<file path="config.mk">
export PLATFORM = sky130hd
export DESIGN_NAME = laser_point_feeder
export DESIGN_NICKNAME = d
export VERILOG_FILES = /design/src/rtl/laser_pkg.sv /design/src/rtl/laser_circle_cover.sv /design/src/rtl/laser_point_feeder.sv
export SDC_FILE = /design/constraint.sdc
export NUM_CORES = 1
export LEC_CHECK = 0
export BUFFER_PORTS_ARGS = -buffer_cell sky130_fd_sc_hd__buf_4
export CAP_MARGIN = 20
export CORE_AREA = 3 3 247 249
export CTS_CLUSTER_SIZE = 28
export DETAILED_ROUTE_END_ITERATION = 7
export DIE_AREA = 0 0 250 252
export SYNTH_ARGS = -nofsm -noshare
export SYNTH_HDL_FRONTEND = slang
export SYNTH_SLANG_ARGS = --single-unit
</file>
<file path="constraint.sdc">
create_clock -name CLK -period 24.1 [get_ports CLK]
set_input_delay 3.615 -clock CLK [delete_from_list [all_inputs] [get_ports CLK]]
set_output_delay 3.615 -clock CLK [all_outputs]
set_load 0.01 [all_outputs]
</file>
<file path="src/rtl/laser_pkg.sv">
// Shared constants and types for the LASER target interface.
// The LASER core and the point feeder both use this package.
package laser_pkg;

    localparam int NUM_POINTS  = 40;
    localparam int COORD_W     = 4;
    localparam int RADIUS_SQ   = 16;
    localparam int TIMEOUT_CYC = 4096;
    localparam int IDX_W       = 6;
    localparam int WAIT_W      = 12;

    typedef enum logic [2:0] {
        ST_IDLE,
        ST_PULSE,
        ST_FEED,
        ST_WAIT,
        ST_SCORE,
        ST_REPORT
    } state_t;

    typedef struct packed {
        logic [COORD_W-1:0] y;
        logic [COORD_W-1:0] x;
    } point_t;

endpackage

</file>
<file path="src/rtl/laser_circle_cover.sv">
// Combinational coverage test: is point p within the radius of circle centre c?
// Uses unsigned absolute differences, so there is no sign handling.
module laser_circle_cover
    import laser_pkg::*;
(
    input  logic [3:0] cx,
    input  logic [3:0] cy,
    input  logic [3:0] px,
    input  logic [3:0] py,
    output logic       covered
);

    logic [COORD_W-1:0]   dx;
    logic [COORD_W-1:0]   dy;
    logic [2*COORD_W-1:0] dx_sq;
    logic [2*COORD_W-1:0] dy_sq;
    logic [2*COORD_W:0]   dist_sq;

    always_comb begin
        dx      = (cx >= px) ? (cx - px) : (px - cx);
        dy      = (cy >= py) ? (cy - py) : (py - cy);
        dx_sq   = (2*COORD_W)'(dx) * (2*COORD_W)'(dx);
        dy_sq   = (2*COORD_W)'(dy) * (2*COORD_W)'(dy);
        dist_sq = (2*COORD_W+1)'(dx_sq) + (2*COORD_W+1)'(dy_sq);
        covered = (dist_sq <= (2*COORD_W+1)'(RADIUS_SQ));
    end

endmodule

</file>
<file path="src/rtl/laser_point_feeder.sv">
// Drives a LASER core: streams 40 stored points, waits for its circle centres,
// then scores the centres by counting how many points the two circles cover.
module laser_point_feeder
    import laser_pkg::*;
(
    input  logic       CLK,
    input  logic       RST,
    input  logic       load_en,
    input  logic [5:0] load_idx,
    input  logic [3:0] load_x,
    input  logic [3:0] load_y,
    input  logic       start,
    output logic       busy,
    output logic       LRST,
    output logic [3:0] X,
    output logic [3:0] Y,
    input  logic [3:0] C1X,
    input  logic [3:0] C1Y,
    input  logic [3:0] C2X,
    input  logic [3:0] C2Y,
    input  logic       DONE,
    output logic [5:0] score,
    output logic       score_valid,
    output logic       timeout
);

    localparam logic [IDX_W-1:0]  NUM_IDX   = IDX_W'(NUM_POINTS);
    localparam logic [IDX_W-1:0]  LAST_IDX  = IDX_W'(NUM_POINTS - 1);
    localparam logic [WAIT_W-1:0] WAIT_LAST = WAIT_W'(TIMEOUT_CYC - 1);

    state_t             state;
    state_t             state_nxt;
    point_t             mem [NUM_POINTS];
    point_t             cur_pt;
    point_t             xy_q;
    point_t             c1_q;
    point_t             c2_q;
    logic [IDX_W-1:0]   idx_q;
    logic [WAIT_W-1:0]  wait_q;
    logic [IDX_W-1:0]   acc_q;
    logic [IDX_W-1:0]   score_q;
    logic               timeout_q;
    logic               cov1;
    logic               cov2;
    logic               covered;

    always_ff @(posedge CLK) begin
        // NOTE: the point array has no reset: loaded points must survive RST, and an unreset array maps to plain storage.
        if (state == ST_IDLE && load_en && load_idx < NUM_IDX)
            mem[load_idx] <= {load_y, load_x};
    end

    // Single read port shared by FEED (one index ahead of X/Y) and SCORE.
    assign cur_pt = mem[idx_q];

    laser_circle_cover u_cover_c1 (
        .cx      (c1_q.x),
        .cy      (c1_q.y),
        .px      (cur_pt.x),
        .py      (cur_pt.y),
        .covered (cov1)
    );

    laser_circle_cover u_cover_c2 (
        .cx      (c2_q.x),
        .cy      (c2_q.y),
        .px      (cur_pt.x),
        .py      (cur_pt.y),
        .covered (cov2)
    );

    assign covered = cov1 | cov2;

    always_ff @(posedge CLK) begin
        // NOTE: non-blocking so every register samples the pre-edge value of every other register.
        if (RST) state <= ST_IDLE;
        else     state <= state_nxt;
    end

    always_comb begin
        // NOTE: defaults first so every path assigns every output; a missed path would infer a latch.
        state_nxt   = state;
        busy        = (state != ST_IDLE);
        LRST        = 1'b0;
        score_valid = 1'b0;
        case (state)
            ST_IDLE:   if (start) state_nxt = ST_PULSE;
            ST_PULSE: begin
                LRST      = 1'b1;
                state_nxt = ST_FEED;
            end
            ST_FEED:   if (idx_q == NUM_IDX) state_nxt = ST_WAIT;
            ST_WAIT: begin
                if (DONE)                    state_nxt = ST_SCORE;
                else if (wait_q == WAIT_LAST) state_nxt = ST_REPORT;
            end
            ST_SCORE:  if (idx_q == LAST_IDX) state_nxt = ST_REPORT;
            ST_REPORT: begin
                score_valid = 1'b1;
                state_nxt   = ST_IDLE;
            end
            default:   state_nxt = ST_IDLE;
        endcase
    end

    always_ff @(posedge CLK) begin
        if (RST) begin
            xy_q      <= '0;
            c1_q      <= '0;
            c2_q      <= '0;
            idx_q     <= '0;
            wait_q    <= '0;
            acc_q     <= '0;
            score_q   <= '0;
            timeout_q <= 1'b0;
        end else begin
            case (state)
                ST_IDLE: begin
                    if (start) begin
                        idx_q     <= '0;
                        score_q   <= '0;
                        timeout_q <= 1'b0;
                    end
                end
                ST_PULSE: begin
                    xy_q  <= cur_pt;
                    idx_q <= idx_q + IDX_W'(1);
                end
                ST_FEED: begin
                    wait_q <= '0;
                    if (idx_q == NUM_IDX) begin
                        xy_q  <= '0;
                        idx_q <= '0;
                    end else begin
                        xy_q  <= cur_pt;
                        idx_q <= idx_q + IDX_W'(1);
                    end
                end
                ST_WAIT: begin
                    wait_q <= wait_q + WAIT_W'(1);
                    if (DONE) begin
                        c1_q  <= {C1Y, C1X};
                        c2_q  <= {C2Y, C2X};
                        acc_q <= '0;
                    end else if (wait_q == WAIT_LAST) begin
                        score_q   <= '0;
                        timeout_q <= 1'b1;
                    end
                end
                ST_SCORE: begin
                    acc_q <= acc_q + IDX_W'(covered);
                    idx_q <= idx_q + IDX_W'(1);
                    if (idx_q == LAST_IDX)
                        score_q <= acc_q + IDX_W'(covered);
                end
                default: ;
            endcase
        end
    end

    assign X       = xy_q.x;
    assign Y       = xy_q.y;
    assign score   = score_q;
    assign timeout = timeout_q;

endmodule

</file>
-- Word-level counts from Yosys, hierarchy flattened
Memory sizes are Yosys's and may differ from the RTL's. A register that Yosys moved wholly into a read port is not among the register bits.
Index checks and enable logic that the tools add are counted.
Widths: inputs -> output; s select.
- memories: 1
- register bits: 58
- bits of input ports: 35
- output and inout bits: 18
- memory bits (writable): 320
- memories (memory ; words ; bits a word ; rd ports ; clocked after memory_dff ; write ports ; RTL line ; text):
    mem ; 40 ; 8 ; 1 ; 1 ; 1 ; laser_point_feeder.sv:33 ; point_t mem [NUM_POINTS];
- multipliers: 4
- order comparisons: 7
- reductions and logical operators: 17
- equal/unequal tests: 15
- $add $sub $neg: 13
- muxes and demuxes: 32
- bitwise operators: 1
- operators by type and width (operator ; count):
    $mux 6 ; 8
    $pmux 6 s3 ; 2
    $mul 4x4->8 ; 4
    $sub 4x4->4 ; 8
    $pmux 12 s2 ; 1
    $add 8x8->9 ; 2
    $le 9x5->1 const B ; 2
    $ge 4x4->1 ; 4
    $mux 4 ; 4
    $pmux 8 s2 ; 1
    $mux 3 ; 5
    $pmux 3 s5 ; 1
    $add 12x1->12 const B ; 1
    $eq 12x12->1 const B ; 1
    $eq 6x6->1 const B ; 2
    $ne 2x2->1 const B ; 6
    $pmux 6 s2 ; 1
    $reduce_bool 3->1 ; 3
    $mux 8 ; 1
    $reduce_and 4->1 ; 2
    $reduce_bool 2->1 ; 4
    $mux 1 ; 7
    $add 6x1->6 ; 1
    $add 6x1->6 const B ; 1
    12 further kinds ; 17

-- Depth between registers and ports, before layout
- word-level depth: 9
- gate-level depth with buffers: 36
- gate-level depth less buffers: 33

-- Cells and area by module
From an unflattened synthesis, not the netlist that was laid out.
- cells, all modules: 1168
- area total of the unflattened synthesis: 17644.4 um^2
- modules (own cells, without submodules) (module ; cells each ; instances ; area an instance (um^2) ; sequential area each (um^2)):
    laser_point_feeder ; 842 ; 1 ; 14978.1 ; 10890.4
    laser_circle_cover (u_cover_c2) ; 171 ; 1 ; 1397.6 ; 0.0
    laser_circle_cover (u_cover_c1) ; 155 ; 1 ; 1268.7 ; 0.0

-- Least setup slack after synthesis
Ideal clock, no wire load.
- kind: flip-flop to flip-flop
- start point: reg with a tool-made name
- end point: reg score_q[5], in the netlist score[5]
- data arrival time: 8.192 ns
- path slack: 15.838 ns
- period minus slack after synthesis: 8.262 ns
- stages on the path, launching flop included: 30
- path buffers: 2
- library setup time: 0.070 ns
- cells stage by stage: dfxtp_1 > clkbuf_1 > buf_1 > mux4_2 > mux4_2 > mux2_2 > o21ai_2 > inv_1 > ha_1 > a21oi_1 > o21ai_1 > or3b_2 > and3_1 > or3_1 > fa_1 > fa_1 > fa_1 > inv_1 > fa_1 > ha_1 > inv_1 > fa_1 > a31oi_1 > o41ai_1 > ha_1 > nand3_1 > nor3_1 > o21ai_0 > or3_1 > a21oi_1
- RTL lines (what ; RTL line ; text):
    end signal: assignment ; laser_point_feeder.sv:154 ; score_q <= acc_q + IDX_W'(covered);
    end: declaration ; laser_point_feeder.sv:41 ; logic [IDX_W-1:0] score_q;

==> impl_metrics.yaml <==
run_status:
  status: "complete, no violations"
place:
  port_buffers: 52
  dp_hpwl_um: 25600
  gp_congestion: 0.824
pwr:
  peakVddDrop_uv: 77.0
  power_w: 0.00186
  p_leak_nw: 6.60
  p_per_area_nw_per_um2: 93.0
setup_path:
  cp_slowest_cell: "dfxtp_4"
  cpMostUsedCell: "fa_1"
  slowest_delay_ps: 900
  start_kind: "flop"
  cp.required_ps: 24560
  path_class: "reg2reg"
  r2r.worst_path.cells: 28
  end_kind: "flop"
  cp-endpoint: "score[5]"
  critPathMaxFanout: 41
  cp.arrival_ps: 10810
  rrSetupSlack_ps: 13750
  r2r_end: "score[5]"
run:
  max_cap_viol_count: 0
yosys:
  synth_flop_cell: "edfxtp_1"
  synth_area_um2: 17600
  syn_nets: 1292
  synthTopCellsByArea: "edfxtp_1 55%, mux4_2 12%, dfxtp_1 7.3%, ha_1 4.8%, fa_1 3.4%"
  synth_edf_count: 320
  yosysTopAreaCell: "edfxtp_1"
  syn_area_per_cell_um2: 15.2
  synthMuxAreaShare_pct: 13.8
  synth_compound_area_share_pct: 5.04
  synth_cells: 1160
  synthAdderAreaFrac_pct: 8.18
  synth_top_area_share_pct: 54.6
  synth.distinct_cells: 52
  ys.warnings.count: 0
  ys_ff_latch: 384
  synth_top_family_by_area: "multiplexers"
  synthArstFlopShare_pct: 0
  ys_seq_area_share_pct: 61.9
  synth_xor_xnor_area_share_pct: 0.797
  synth-simple-area-share_pct: 7.60
floorplanning:
  die_y_um: 252
  rows: 89
  start_util_pct: 29.9
  die-width_um: 250
  die-area_um2: 63000
  ios: 53
  core-area_um2: 58900
sta:
  finalMaxSlewViolations: 0
  rsz0062_at_grt: "no"
  hold_viol_final: 0
  slew_headroom_pct: 37.8
  fin_skew_ps: 16.9
  fmax_mhz: 96.7
  min_period_ps: 10350
  fin_crit_sh_pct: 42.9
  fin_tns_setup_ps: 0
  tightestPinTransition_ps: 933
  holdWs_ps: 454
  setup-violations-final: 0
clock_network:
  cts-root-buf: "clkbuf_16"
  cts_buffers: 39
  post_cts_buffers: 0
  clock_latency_ps: 550
  htree_levels: 2
  hold_buffers: 0
  path_clk_slew_ps: 60
  clock_path_buffers: 3
  cts_resized: 0
  cts.sinks: 384
  cts_tree: "built"
worst_hold_path:
  min_path_type: "reg2reg"
  hp-start: "Y[0]"
final_layout:
  layout.nets: 1347
  fillCellCount: 5659
  syn_to_final_growth_pct: 13.6
  drive_gt1_share_pct: 19.1
  diodes: 0
routing:
  drc: 0
  wl_per_cell_um: 19.2
  vias_per_cell: 4.90
  antenna_left: 0
  drt_pass1_iterations: 5
  drt_iter0_drc: 830
  vias: 9882
  wirelength_um: 38600
grt:
  grt_max_degree: 46
  grt_use_total_pct: 12.1
  grt.overflow.total: 0
  antenna_found_initial: 0
  grt_pass1_wl_um: 59600
  grt_pass1_vias: 9895
## worst max-delay path: cells and delay by family, from the launching register on
kind,cells,cell delay [ps]
buf+inv,4,1180
compound gates,7,1540
fa+ha+maj,8,3360
simple gates,6,1830
flops,1,900
mux,3,1450
## flip-flops by register name, summed over array words and instances, names as in the netlist, named ones only
register  cells
state         3
timeout       1
Y             4
X             4
c1_q          8
score         6
idx_q         6
acc_q         6
c2_q          8
mem         320
wait_q       12
## cell usage after synthesis, drive strengths merged, types with 5 or more instances
cell    instances
or3            14
nand2          76
o21ai          45
ha             67
dfxtp          64
and3            7
nand3b          8
o21a            5
or4             5
nor2           89
nand4           9
a21o           13
mux2           10
xnor2           7
nand3          10
edfxtp        320
mux4           96
fa             30
clkbuf         22
buf            21
nor2b          19
nand2b         13
inv            75
nor3            7
mux2i          15
xor2            9
a21oi          64
## routing by layer
metal	part of all wire (%)	GRT usage (%)	vias to the layer above
li1	-	-	4507
met1	46	17.4	5049
met2	46	19.4	289
met3	6.8	2.53	37
met4	1.1	1.91	0
met5	0	0	-
## cells by family (layout without fill, tap and decap cells)
family / count (synthesis) / count (layout)
buf+inv: 118 / 203
simple gates: 275 / 275
compound gates: 149 / 149
xor+xnor: 16 / 16
fa+ha+maj: 97 / 97
flops: 384 / 384
mux: 121 / 121
## area by class of cell
cell class / count / area [um2] / share of cell area [%]
clock inverters: 25 / 176 / 0.883
well taps: 773 / 967 / 4.84
clock buffers: 46 / 1000 / 5.02
multi-input cells: 658 / 6230 / 31.2
flip-flops and latches: 384 / 10900 / 54.5
repair buffers: 57 / 428 / 2.14
inverters: 75 / 282 / 1.41
## how the worst min path moves through the flow
stage / endpoint / slack, ps / cells past startpoint
CTS: Y[0] / 460 / 2
global route: Y[2] / 460 / 2
floorplan: acc_q[0] / 440 / 2
global placement: X[2] / 440 / 2
detailed placement: Y[0] / 450 / 2
finish: Y[0] / 450 / 2
## layout by cell type, fill, tap and decap left out, types with 3 or more instances in the layout
| cell type | n |
|---|---|
| nor3b_1 | 3 |
| xnor2_1 | 7 |
| mux2_2 | 10 |
| clkbuf_16 | 39 |
| dfxtp_1 | 61 |
| a21o_1 | 13 |
| clkinv_1 | 7 |
| mux4_2 | 96 |
| nor3_1 | 7 |
| clkbuf_1 | 6 |
| or3b_2 | 4 |
| or4_1 | 5 |
| o21ai_0 | 29 |
| fa_1 | 30 |
| o21ai_2 | 8 |
| nand3b_1 | 8 |
| or3_1 | 14 |
| mux2i_1 | 15 |
| xor2_1 | 9 |
| o21ai_1 | 8 |
| nand2b_1 | 13 |
| nand2_1 | 76 |
| clkinv_2 | 10 |
| nor2b_1 | 19 |
| nor4_1 | 4 |
| o21a_1 | 5 |
| nor2_1 | 89 |
| a31oi_1 | 3 |
| a21oi_1 | 64 |
| and3_1 | 7 |
| edfxtp_1 | 320 |
| buf_4 | 57 |
| ha_1 | 67 |
| nand3_1 | 10 |
| nand4_1 | 9 |
| inv_1 | 75 |
## through the flow
step / area [um2] / cells / setup WS [ps] / utilization (%)
6_report: 20000 / 2018 / 13750 / 33.9
5_1_grt: 20000 / 2018 / 13050 / 33.9
4_1_cts: 20000 / 2018 / 13680 / 33.9
3_5_place_dp: 18800 / 1947 / 13720 / 31.9
3_3_place_gp: 18800 / 1947 / 13820 / 31.9
2_1_floorplan: 17600 / 1160 / 15840 / -
## power by group
group	switching [W]	internal (W)
clock	0.000257	0.000312
combinational	0.000299	0.000249
sequential	0.0000153	0.000725
Power figures use the tool's default switching activity.
